--- config.mk ---
export PLATFORM = sky130hd
export DESIGN_NAME = axis_block_serializer_flat
export DESIGN_NICKNAME = d
export VERILOG_FILES = /design/src/rtl/axis_crypto_pkg.sv /design/src/rtl/axis_block_serializer_if.sv /design/src/rtl/axis_ser_buf.sv /design/src/rtl/axis_block_serializer.sv /design/src/flat_wrapper.sv
export SDC_FILE = /design/constraint.sdc
export NUM_CORES = 2
export LEC_CHECK = 0
export BUFFER_PORTS_ARGS = -buffer_cell sky130_fd_sc_hd__buf_4
export CAP_MARGIN = 5
export CORE_AREA = 5 5 365 367
export CTS_CLUSTER_DIAMETER = 120
export DETAILED_ROUTE_END_ITERATION = 10
export DIE_AREA = 0 0 370 372
export MAX_ROUTING_LAYER = met4
export PLACE_DENSITY = 0.53
export SYNTH_ARGS = -nofsm -noshare
export SYNTH_HDL_FRONTEND = slang
export SYNTH_SLANG_ARGS = --single-unit
--- constraint.sdc ---
create_clock -name axis_clk -period 4.15 [get_ports axis_clk]
set_input_delay 0.2075 -clock axis_clk [delete_from_list [all_inputs] [get_ports axis_clk]]
set_output_delay 0.2075 -clock axis_clk [all_outputs]
set_load 0.01 [all_outputs]
--- src/rtl/axis_crypto_pkg.sv ---
// axis_crypto_pkg: shared state encoding, frame geometry defaults, field widths and block record type
package axis_crypto_pkg;

    localparam logic [1:0] S_IDLE = 2'd0;
    localparam logic [1:0] S_HDR  = 2'd1;
    localparam logic [1:0] S_DATA = 2'd2;

    localparam int HDR_WORDS_DEF  = 12;
    localparam int DATA_WORDS_DEF = 16;
    localparam int WORD_W         = 32;
    localparam int IDX_W          = 5;
    localparam int KEY_W          = 256;
    localparam int NONCE_W        = 64;
    localparam int CTR_W          = 64;
    localparam int BLK_W          = 512;

    // One captured block plus the frame mode it was offered with
    typedef struct packed {
        logic [BLK_W-1:0]   data;
        logic [KEY_W-1:0]   key;
        logic [NONCE_W-1:0] nonce;
        logic [CTR_W-1:0]   ctr;
        logic               mode;
    } blk_t;

endpackage

--- src/rtl/axis_block_serializer_if.sv ---
// axis_block_serializer_if: block input channel and AXI4-Stream output channel of the serializer
//   master : serializer view (accepts blocks, drives the stream, reports busy)
//   slave  : environment view (offers blocks, sinks the stream)
interface axis_block_serializer_if;
    import axis_crypto_pkg::*;

    logic                encryp_decryp;
    logic                blk_valid;
    logic                blk_ready;
    logic [BLK_W-1:0]    blk_data;
    logic [KEY_W-1:0]    blk_key;
    logic [NONCE_W-1:0]  blk_nonce;
    logic [CTR_W-1:0]    blk_ctr;
    logic                m_axis_valid;
    logic                m_axis_ready;
    logic [WORD_W-1:0]   m_axis_data;
    logic                m_axis_last;
    logic                busy;

    modport master (
        input  encryp_decryp, blk_valid, blk_data, blk_key, blk_nonce, blk_ctr, m_axis_ready,
        output blk_ready, m_axis_valid, m_axis_data, m_axis_last, busy
    );

    modport slave (
        output encryp_decryp, blk_valid, blk_data, blk_key, blk_nonce, blk_ctr, m_axis_ready,
        input  blk_ready, m_axis_valid, m_axis_data, m_axis_last, busy
    );

endinterface

--- src/rtl/axis_ser_buf.sv ---
// axis_ser_buf: holds one captured block (data, key, nonce, ctr, mode) with a valid flag
//   axis_clk, axis_reset_n : clock, async active-low reset (clears contents)
//   load_i / blk_i         : capture blk_i and set valid (load wins over clear)
//   clr_i                  : drop valid
//   valid_o / blk_o        : held block
module axis_ser_buf import axis_crypto_pkg::*; (
    input  logic axis_clk,
    input  logic axis_reset_n,
    input  logic load_i,
    input  logic clr_i,
    input  blk_t blk_i,
    output logic valid_o,
    output blk_t blk_o
);

    logic valid_q, valid_d;
    blk_t blk_q, blk_d;

    always_comb begin
        valid_d = load_i | (valid_q & ~clr_i);
        blk_d   = load_i ? blk_i : blk_q;
    end

    always_ff @(posedge axis_clk or negedge axis_reset_n) begin
        if (!axis_reset_n) begin
            valid_q <= 1'b0;
            blk_q   <= '0;
        end else begin
            valid_q <= valid_d;
            blk_q   <= blk_d;
        end
    end

    assign valid_o = valid_q;
    assign blk_o   = blk_q;

endmodule

--- src/rtl/axis_block_serializer.sv ---
// axis_block_serializer: serializes a 512-bit block (optionally preceded by key/nonce/counter header) into 32-bit MSB-first AXI4-Stream beats
//   axis_clk, axis_reset_n : clock, async active-low reset
//   bus (master)           : blk_* input channel with encryp_decryp, m_axis_* stream output, busy
//   AXIS_SER_DOUBLE_BUF_EN : adds a pending block slot so the next block is accepted mid-frame and streams with no gap
module axis_block_serializer import axis_crypto_pkg::*; #(
    parameter int HDR_WORDS  = HDR_WORDS_DEF,
    parameter int DATA_WORDS = DATA_WORDS_DEF
) (
    input logic                     axis_clk,
    input logic                     axis_reset_n,
    axis_block_serializer_if.master bus
);

    logic [1:0]                     state_q, state_d;
    logic [IDX_W-1:0]               idx_q, idx_d;
    logic                           valid_q, valid_d, last_q, last_d;
    logic                           ready_q, ready_d, busy_q, busy_d;
    logic [WORD_W-1:0]              data_q, data_d;
    logic                           accept, hs, end_frame, start, cur_v, pend_nxt;
    blk_t                           in_blk, cur_blk, src_blk, nxt_blk;
    logic [KEY_W+NONCE_W+CTR_W-1:0] hdr;

    assign in_blk    = '{data: bus.blk_data, key: bus.blk_key, nonce: bus.blk_nonce,
                         ctr: bus.blk_ctr, mode: bus.encryp_decryp};
    assign accept    = bus.blk_valid & ready_q;
    assign hs        = valid_q & bus.m_axis_ready;
    assign end_frame = hs & (state_q == S_DATA) & (idx_q == IDX_W'(DATA_WORDS - 1));

`ifdef AXIS_SER_DOUBLE_BUF_EN
    blk_t pend_blk;
    logic pend_v, load_pend;

    // A block arriving while a frame runs parks in the pending slot, unless the
    // frame ends on this very edge, in which case it starts directly.
    assign load_pend = accept & cur_v & ~end_frame;
    assign start     = (accept & ~cur_v) | (end_frame & (pend_v | accept));
    assign src_blk   = pend_v ? pend_blk : in_blk;
    assign pend_nxt  = load_pend | (pend_v & ~end_frame);
    assign ready_d   = ~pend_nxt;

    axis_ser_buf u_pend (
        .axis_clk     (axis_clk),
        .axis_reset_n (axis_reset_n),
        .load_i       (load_pend),
        .clr_i        (end_frame),
        .blk_i        (in_blk),
        .valid_o      (pend_v),
        .blk_o        (pend_blk)
    );
`else
    assign start    = accept & ~cur_v;
    assign src_blk  = in_blk;
    assign pend_nxt = 1'b0;
    assign ready_d  = state_d == S_IDLE;
`endif

    axis_ser_buf u_cur (
        .axis_clk     (axis_clk),
        .axis_reset_n (axis_reset_n),
        .load_i       (start),
        .clr_i        (end_frame),
        .blk_i        (src_blk),
        .valid_o      (cur_v),
        .blk_o        (cur_blk)
    );

    // Outputs are computed from next-state values so the first beat is
    // registered on the accept edge itself.
    assign nxt_blk = start ? src_blk : cur_blk;
    assign hdr     = {nxt_blk.key, nxt_blk.nonce, nxt_blk.ctr};

    always_comb begin
        state_d = state_q;
        idx_d   = idx_q;
        if (start) begin
            state_d = nxt_blk.mode ? S_DATA : S_HDR;
            idx_d   = '0;
        end else if (end_frame) begin
            state_d = S_IDLE;
            idx_d   = '0;
        end else if (hs) begin
            state_d = (state_q == S_HDR && idx_q == IDX_W'(HDR_WORDS - 1)) ? S_DATA : state_q;
            idx_d   = (state_q == S_HDR && idx_q == IDX_W'(HDR_WORDS - 1)) ? '0 : idx_q + IDX_W'(1);
        end
        valid_d = state_d != S_IDLE;
        last_d  = (state_d == S_DATA) & (idx_d == IDX_W'(DATA_WORDS - 1));
        data_d  = (state_d == S_HDR)  ? WORD_W'(hdr >> (WORD_W * (HDR_WORDS - 1 - int'(idx_d)))) :
                  (state_d == S_DATA) ? WORD_W'(nxt_blk.data >> (WORD_W * (DATA_WORDS - 1 - int'(idx_d)))) :
                  '0;
        busy_d  = valid_d | pend_nxt;
    end

    always_ff @(posedge axis_clk or negedge axis_reset_n) begin
        if (!axis_reset_n) begin
            state_q <= S_IDLE;
            idx_q   <= '0;
            valid_q <= 1'b0;
            data_q  <= '0;
            last_q  <= 1'b0;
            ready_q <= 1'b0;
            busy_q  <= 1'b0;
        end else begin
            state_q <= state_d;
            idx_q   <= idx_d;
            valid_q <= valid_d;
            data_q  <= data_d;
            last_q  <= last_d;
            ready_q <= ready_d;
            busy_q  <= busy_d;
        end
    end

    assign bus.blk_ready    = ready_q;
    assign bus.m_axis_valid = valid_q;
    assign bus.m_axis_data  = data_q;
    assign bus.m_axis_last  = last_q;
    assign bus.busy         = busy_q;

endmodule

--- src/flat_wrapper.sv ---
// flat-port wrapper written by rule: the top's interface ports become plain ports
module axis_block_serializer_flat import axis_crypto_pkg::*;
#(
    parameter int HDR_WORDS  = HDR_WORDS_DEF,
    parameter int DATA_WORDS = DATA_WORDS_DEF
)
  (axis_clk, axis_reset_n, bus_encryp_decryp, bus_blk_valid, bus_blk_data, bus_blk_key, bus_blk_nonce, bus_blk_ctr, bus_m_axis_ready, bus_blk_ready, bus_m_axis_valid, bus_m_axis_data, bus_m_axis_last, bus_busy);
  axis_block_serializer_if bus_i ();
  input logic axis_clk;
  input logic axis_reset_n;
  input wire logic [$bits(bus_i.encryp_decryp)-1:0] bus_encryp_decryp;
  input wire logic [$bits(bus_i.blk_valid)-1:0] bus_blk_valid;
  input wire logic [$bits(bus_i.blk_data)-1:0] bus_blk_data;
  input wire logic [$bits(bus_i.blk_key)-1:0] bus_blk_key;
  input wire logic [$bits(bus_i.blk_nonce)-1:0] bus_blk_nonce;
  input wire logic [$bits(bus_i.blk_ctr)-1:0] bus_blk_ctr;
  input wire logic [$bits(bus_i.m_axis_ready)-1:0] bus_m_axis_ready;
  output wire logic [$bits(bus_i.blk_ready)-1:0] bus_blk_ready;
  output wire logic [$bits(bus_i.m_axis_valid)-1:0] bus_m_axis_valid;
  output wire logic [$bits(bus_i.m_axis_data)-1:0] bus_m_axis_data;
  output wire logic [$bits(bus_i.m_axis_last)-1:0] bus_m_axis_last;
  output wire logic [$bits(bus_i.busy)-1:0] bus_busy;
  assign bus_i.encryp_decryp = bus_encryp_decryp;
  assign bus_i.blk_valid = bus_blk_valid;
  assign bus_i.blk_data = bus_blk_data;
  assign bus_i.blk_key = bus_blk_key;
  assign bus_i.blk_nonce = bus_blk_nonce;
  assign bus_i.blk_ctr = bus_blk_ctr;
  assign bus_i.m_axis_ready = bus_m_axis_ready;
  assign bus_blk_ready = bus_i.blk_ready;
  assign bus_m_axis_valid = bus_i.m_axis_valid;
  assign bus_m_axis_data = bus_i.m_axis_data;
  assign bus_m_axis_last = bus_i.m_axis_last;
  assign bus_busy = bus_i.busy;
  axis_block_serializer #(.HDR_WORDS(HDR_WORDS), .DATA_WORDS(DATA_WORDS)) u_core (.axis_clk(axis_clk), .axis_reset_n(axis_reset_n), .bus(bus_i));
endmodule
# --- Yosys cells after proc, flatten, opt, wreduce, memory -nomap -nowiden ---
# Cells that the tools add are included.
totals:
  romBits: 0
  output_inout_bits: 36
  memories: 0
  mem_bits_rw: 0
  latch_bits: 0
  ff_bits: 940
  inputBits: 901
classes:
  mul: 0
  n_reduce_logical: 3
  n_eq_ne: 7
  addsub: 3
  magnitude_cmp: 0
  n_bitwise: 10
  mux: 12
  div_mod_pow: 0
  shift: 2
ops:
  columns: ["cell", "n"]
  rows:
  - ["$mux 897", 1]
  - ["$shr 512x32->32", 1]
  - ["$shr 384x32->32", 1]
  - ["$mux 32", 2]
  - ["$mux 5", 4]
  - ["$eq 5x4->1 const B", 3]
  - ["$sub 4x5->6 const A", 2]
  - ["$mux 2", 5]
  - ["$and 1x1->1", 7]
  - ["$add 5x1->5 const B", 1]
  - ["$eq 2x1->1 const B", 2]
  - ["$eq 2x2->1 const B", 2]
  - ["$logic_not 2->1", 1]
  - ["$not 1->1", 2]
  - ["$reduce_bool 2->1", 1]
  - ["$logic_and 1x1->1", 1]
  - ["$or 1x1->1", 1]

# --- Longest topological paths before layout ---
logic_depth:
  depth_word: 10
  ltp_mapped: 17
  mapped_depth_nobuf: 13

# --- By module ---
# From an unflattened synthesis, not the netlist that was laid out.
unflattened:
  hier_cells: 3576
  area_unflattened_um2: 44966.9
by_module_without_submodules:
  columns: ["mod", "instances", "seq_area_each_um2", "cells_per_inst", "area_each_um2"]
  rows:
  - ["axis_ser_buf", 1, 22471.6, 1897, 34528.1]
  - ["axis_block_serializer", 1, 1051.0, 1679, 10438.8]

# --- Worst setup path after synthesis ---
# Ideal clock, no wire load.
synth_timing:
  path_type: "reg2reg"
  start: "register u_core.idx_q[0]"
  end: "register u_core.data_q[10] (netlist: u_core.bus.m_axis_data[10])"
  period_less_slack_ps: 3367
  arrival_ps: 3225
  path_slack_ps: 783
  path_buffers: 4
  path_stages_with_launch: 18
  path_cell_list: "dfrtp_1 ha_1 and3_1 ha_1 and3b_1 buf_6 a21oi_4 o21ai_4 inv_2 buf_2 buf_2 ha_1 a21oi_1 nand4b_1 clkbuf_1 a21oi_1 a221oi_1 o311ai_1"
synth_between:
  elab_chain_cells: 10
  word_cells_on_any_way: 21
  cone_classes: "3 x add/sub; 4 x eq/ne; 2 x shift; 10 x mux; 1 x bitwise; 1 x reduce/logical"
synth_rtl:
  columns: ["item", "line", "text"]
  rows:
  - ["start, declared", "axis_block_serializer.sv:15", "logic [IDX_W-1:0] idx_q, idx_d;"]
  - ["start signal, assigned", "axis_block_serializer.sv:104", "idx_q <= idx_d;"]
  - ["parallel branches: the longest is 4 deep, another holds $add 5x1->5", null, null]
  - ["$mux 5 (*)", "axis_block_serializer.sv:78", "end else if (end_frame) begin"]
  - ["$mux 5 (*)", "axis_block_serializer.sv:75", "if (start) begin"]
  - ["via u_core.idx_d[2]", "axis_block_serializer.sv:15", null]
  - ["$sub 4x5->6", "axis_block_serializer.sv:88", "(state_d == S_DATA) ? WORD_W'(nxt_blk.data >> (WORD_W * (DATA_WORDS - 1 - int'(idx_d)))) :"]
  - ["$shr 512x32->32", "axis_block_serializer.sv:88", null]
  - ["$mux 32", "axis_block_serializer.sv:88", null]
  - ["$mux 32 (*)", "axis_block_serializer.sv:87", "data_d = (state_d == S_HDR) ? WORD_W'(hdr >> (WORD_W * (HDR_WORDS - 1 - int'(idx_d)))) :"]
  - ["via u_core.data_d[10]", "axis_block_serializer.sv:18", "logic [WORD_W-1:0] data_q, data_d;"]
  - ["end signal, assigned", "axis_block_serializer.sv:106", "data_q <= data_d;"]
  - ["end, declared", "axis_block_serializer.sv:18", null]
# Mark *: on every way through the listed nets, which the timed path passes.

# --- Worst setup path after layout ---
layout_timing:
  start: "register u_core.idx_q[1]"
  end: "register u_core.data_q[14] (netlist: u_core.bus.m_axis_data[14])"
layout_between:
  elab_chain_cells: 10
  word_cells_on_any_way: 21
  cone_classes: "3 x add/sub; 4 x eq/ne; 2 x shift; 10 x mux; 1 x bitwise; 1 x reduce/logical"
layout_rtl:
  columns: ["item", "line"]
  rows:
  - ["parallel branches: the longest is 9 deep, another holds $sub 4x5->6", null]
  - ["$mux 32 (*)", "axis_block_serializer.sv:87"]
  - ["via u_core.data_d[14]", "axis_block_serializer.sv:18"]
# Marks and branches as above.

==> impl_results.rst <==
.. list-table::
   :header-rows: 1

   * - Metric
     - Value
   * - Floorplan die area
     - 138000 um2
   * - NumNets Final
     - 7708
   * - Post-synth top cells
     - sky130_fd_sc_hd__nand2_1 (2342), sky130_fd_sc_hd__dfrtp_1 (939), sky130_fd_sc_hd__nor2_1 (215), sky130_fd_sc_hd__clkbuf_1 (173), sky130_fd_sc_hd__buf_2 (159)
   * - Number of enable flip-flop cells after synthesis
     - 0
   * - Count of unresolved DRC violations after routing
     - 0
   * - Largest stage delay on the critical path
     - 0.87 ns
   * - Dominant register cell in the synthesized netlist
     - sky130_fd_sc_hd__dfrtp_1
   * - PnR Total Power
     - about 21000 uW
   * - Global routing's busiest layer
     - met2
   * - Met3 Usage GRT
     - 5.68%
   * - Headroom to the max-slew limit
     - 23.1%
   * - Detailed router's first-iteration violation count
     - 4676
   * - VDD IR max
     - roughly 0.37 mV
   * - Wire length of the first global-routing pass
     - 316000 um
   * - Worst Path Buf+Inv
     - 2
   * - Cells after synthesis
     - around 5100
   * - Number of buffers inserted by port buffering
     - around 940
   * - Internal power component
     - 16300 uW
   * - Maximum number of pins on one net before global-route repair
     - 166
   * - Clk network pwr share
     - a little under half
   * - CP required
     - 4.66 ns
   * - Final cell utilization of the core
     - 51.1%
   * - Setup repair after global routing missed its margin
     - false
   * - Height of the die
     - 372 um
   * - Total of max-cap violations
     - 0
   * - Post-synthesis cell area
     - between 40000 and 50000 um2
   * - Upper clock frequency limit
     - 0.250 GHz
   * - Worst Setup Start Kind
     - register
   * - Core region area
     - 129000 um2
   * - Multi-input combinational cell area
     - between 15000 and 20000 um2
   * - Area contributors post-synth
     - sky130_fd_sc_hd__dfrtp_1 (53%), sky130_fd_sc_hd__nand2_1 (20%), sky130_fd_sc_hd__mux2_2 (3.0%)
   * - Clock sink total
     - ~940
   * - Starting density of the core
     - between 30% and 40%
   * - Result of the run
     - finished, final reports clean
   * - Global route overflow
     - 0
   * - Classification of the worst setup path
     - register to register
   * - Number of nets in the synthesized netlist
     - about 6000
   * - GRT met1 Usage
     - a little over two fifths
   * - Layout Skew
     - 0.0180 ns
   * - Last weighted congestion value of the routability-driven placer
     - about 0.94
   * - CTS tree
     - built
   * - Final setup violation count
     - 0
   * - Total Routed Length
     - 222000 um
   * - Share of final-layout standard cells stronger than drive strength 1
     - 21.2%
   * - Post-route clock period utilization
     - 96.4%
   * - Number of clock buffers inserted by TritonCTS
     - roughly 110
   * - Root Buffer
     - sky130_fd_sc_hd__clkbuf_16
   * - Placement-stage worst setup slack
     - 0.225 ns
   * - Dpl hpwl
     - 161000 um
   * - Cell family contributing the most delay on the critical path
     - compound AO/OA/AOI/OAI gates
   * - Total global-route track usage
     - 32.0%
   * - Share of total power in combinational logic
     - 8.6%
   * - Pins Over Slew Limit
     - 0
   * - Routed wire length per instance
     - 25.6 um
   * - Initial antenna violation count
     - 44
   * - Clock-pin slew on the worst setup and hold paths
     - 0.06 ns
   * - Seq. cell area
     - 23500 um2
   * - Count of boundary I/O pins
     - 937
   * - Crit-path max FO
     - 31
   * - TNS Setup
     - 0 ns
   * - Library cells used by synthesis
     - 81
   * - Most common cell type on the critical path
     - sky130_fd_sc_hd__ha_1
   * - Antenna-violating nets left
     - 0
   * - Number of H-tree levels
     - 3
   * - CP cell instances
     - ha_1 > and3_1 > ha_1 > and3b_1 > a21oi_4 > o21ai_4 > inv_6 > ha_1 > a21oi_1 > nand4b_1 > buf_12 > a21oi_1 > a221oi_1 > o311ai_1
   * - Number of filler cells placed in the layout
     - 11800
   * - Chip width
     - 370 um
   * - Number of setup buffers added after CTS
     - 0
   * - Standard cell with the maximum stage delay on the critical path
     - sky130_fd_sc_hd__a221oi_1
   * - Class of the worst hold path
     - input pin to asynchronous set/reset pin
   * - Site row count
     - 132
   * - Total power per unit cell area
     - 318 nW/um2
   * - Number of register bits inferred by synthesis
     - 939
   * - Mean instance size in the synthesized netlist
     - ~8.6 um2
   * - Synth area leader
     - sky130_fd_sc_hd__dfrtp_1
   * - Total number of vias
     - approximately 45000
   * - Least-Margin Pin Slew
     - 1.15 ns
   * - Kind of end point of the critical path
     - register
   * - Share of flip-flops with an asynchronous set or reset
     - 100%
   * - Final worst-path setup slack
     - 0.148 ns
   * - Vias in the first global route
     - 46000
   * - Maximum clock insertion buffer count
     - 3
   * - Later-pin clock latency in the skew report
     - 0.70 ns
   * - Part of the total power dissipated in sequential elements
     - 43.6%
   * - Top-area cell type share of the netlist area
     - a little over half
   * - Dominant cell by count in the synthesized netlist
     - sky130_fd_sc_hd__nand2_1
   * - Total net switching power
     - 4750 uW
   * - Number of warnings issued by yosys
     - 0
   * - Leakage power total
     - 0.0342 uW
   * - Number of detailed-routing iterations run before antenna repair
     - 5
   * - Number of hold-slack violations in the final timing report
     - 0
   * - Proportion of synthesized chip area in sequential cells
     - a little over half
   * - Critical path arrival
     - 4.51 ns
   * - Minimum clock period
     - about 4.0 ns
   * - Post-synthesis to final-layout area growth
     - 49.5%
   * - Average via count per standard cell
     - 5.24
   * - Global-route met2 utilization
     - 48.9%
   * - Net switching share of the total power
     - 22.6%
## through the flow
step	instances	area [um2]	hold slack, ns
final	8673	66000	0.111
after global routing	8669	66000	0.169
after CTS	8629	65900	0.0862
after detailed placement	7539	53200	0.308
after global placement	7539	53200	0.280
after floorplan	5113	44200	-0.0881
## worst paths after layout
| kind | from | end | slack [ns] | cells past startpoint |
|---|---|---|---|---|
| max reg2reg | u_core.idx_q[1] | u_core.bus.m_axis_data[14] | 0.15 | 14 |
| max in group asynchronous | axis_reset_n | u_core.u_cur.blk_o[368] | 2.74 | 3 |
| min reg2reg | u_core.u_cur.blk_o[439] | u_core.u_cur.blk_o[439] | 0.47 | 2 |
| min in group axis_clk | bus_blk_valid | u_core.u_cur.blk_o[890] | 0.15 | 4 |
| max | u_core.idx_q[1] | u_core.bus.m_axis_data[14] | 0.15 | 14 |
| min | axis_reset_n | u_core.u_cur.blk_o[534] | 0.11 | 2 |
## placed cells by master (no fill, tap or decap), drive strengths merged, types with 23 or more instances in the layout
master | netlist | routed
a311oi | 30 | 30
clkinv | 0 | 23
dfrtp | 939 | 939
nand2b | 33 | 33
a21oi | 64 | 64
or3 | 82 | 82
diode | 0 | 44
o221a | 46 | 46
a221oi | 25 | 25
o21a | 28 | 28
a311o | 30 | 30
dlygate4sd3 | 0 | 898
nor2 | 216 | 216
o221ai | 54 | 54
nor3 | 84 | 84
mux2 | 127 | 127
buf | 223 | 1080
o21ai | 161 | 161
clkbuf | 173 | 150
o22ai | 95 | 95
mux2i | 41 | 41
nor4 | 30 | 30
o211ai | 70 | 70
nand2 | 2345 | 2345
a211oi | 43 | 43
o311ai | 25 | 25
## registers in the layout (all words and copies together), names as in the netlist
register,count
u_core.bus.m_axis_data,32
u_core.u_cur.valid_o,1
u_core.bus.blk_ready,1
u_core.bus.m_axis_last,1
u_core.state_q,2
u_core.u_cur.blk_o,896
u_core.bus.m_axis_valid,1
u_core.idx_q,5
## power by group through the flow
stage / clock network [uW] / registers [uW] / logic, uW
after floorplan: 0 / 9330 / 11.7
after global placement: 0 / 9320 / 1070
after detailed placement: 0 / 9320 / 1070
after CTS: 10200 / 9160 / 1800
after global routing: 10600 / 9150 / 1900
final: 10100 / 9160 / 1810
## repair_timing
| action | in CTS | in global routing |
|---|---|---|
| resized for setup | 0 | 2 |
| endpoints found under the hold margin | 959 | 0 |
| hold buffers | 898 | 0 |
| setup endpoints to repair | 0 | 2 |
## layer usage
layer | up-vias | wire (um)
li1 | 20600 | -
met1 | 22500 | 93700
met2 | 2004 | 101000
met3 | 426 | 16400
met4 | 0 | 11100
met5 | - | 0
## kinds of logic after synthesis
group | after synthesis | share of synthesized area [%]
flops | 939 | 53.2
buf+inv | 405 | 4.16
mux | 168 | 4.17
simple gates | 2851 | 25.8
compound gates | 746 | 12.6
fa+ha+maj | 4 | 0.113
## layout make-up
class                      instances  share of cell area [%]
clock inverter                    42                   0.921
sequential                       939                    35.6
clock buffer                     150                    4.68
timing repair buffer            1978                    26.6
tap                             1742                    3.30
inverter                           9                  0.0739
antenna                           44                   0.167
multi-input combinational       3769                    28.7
(Power assumes the default switching activity.)
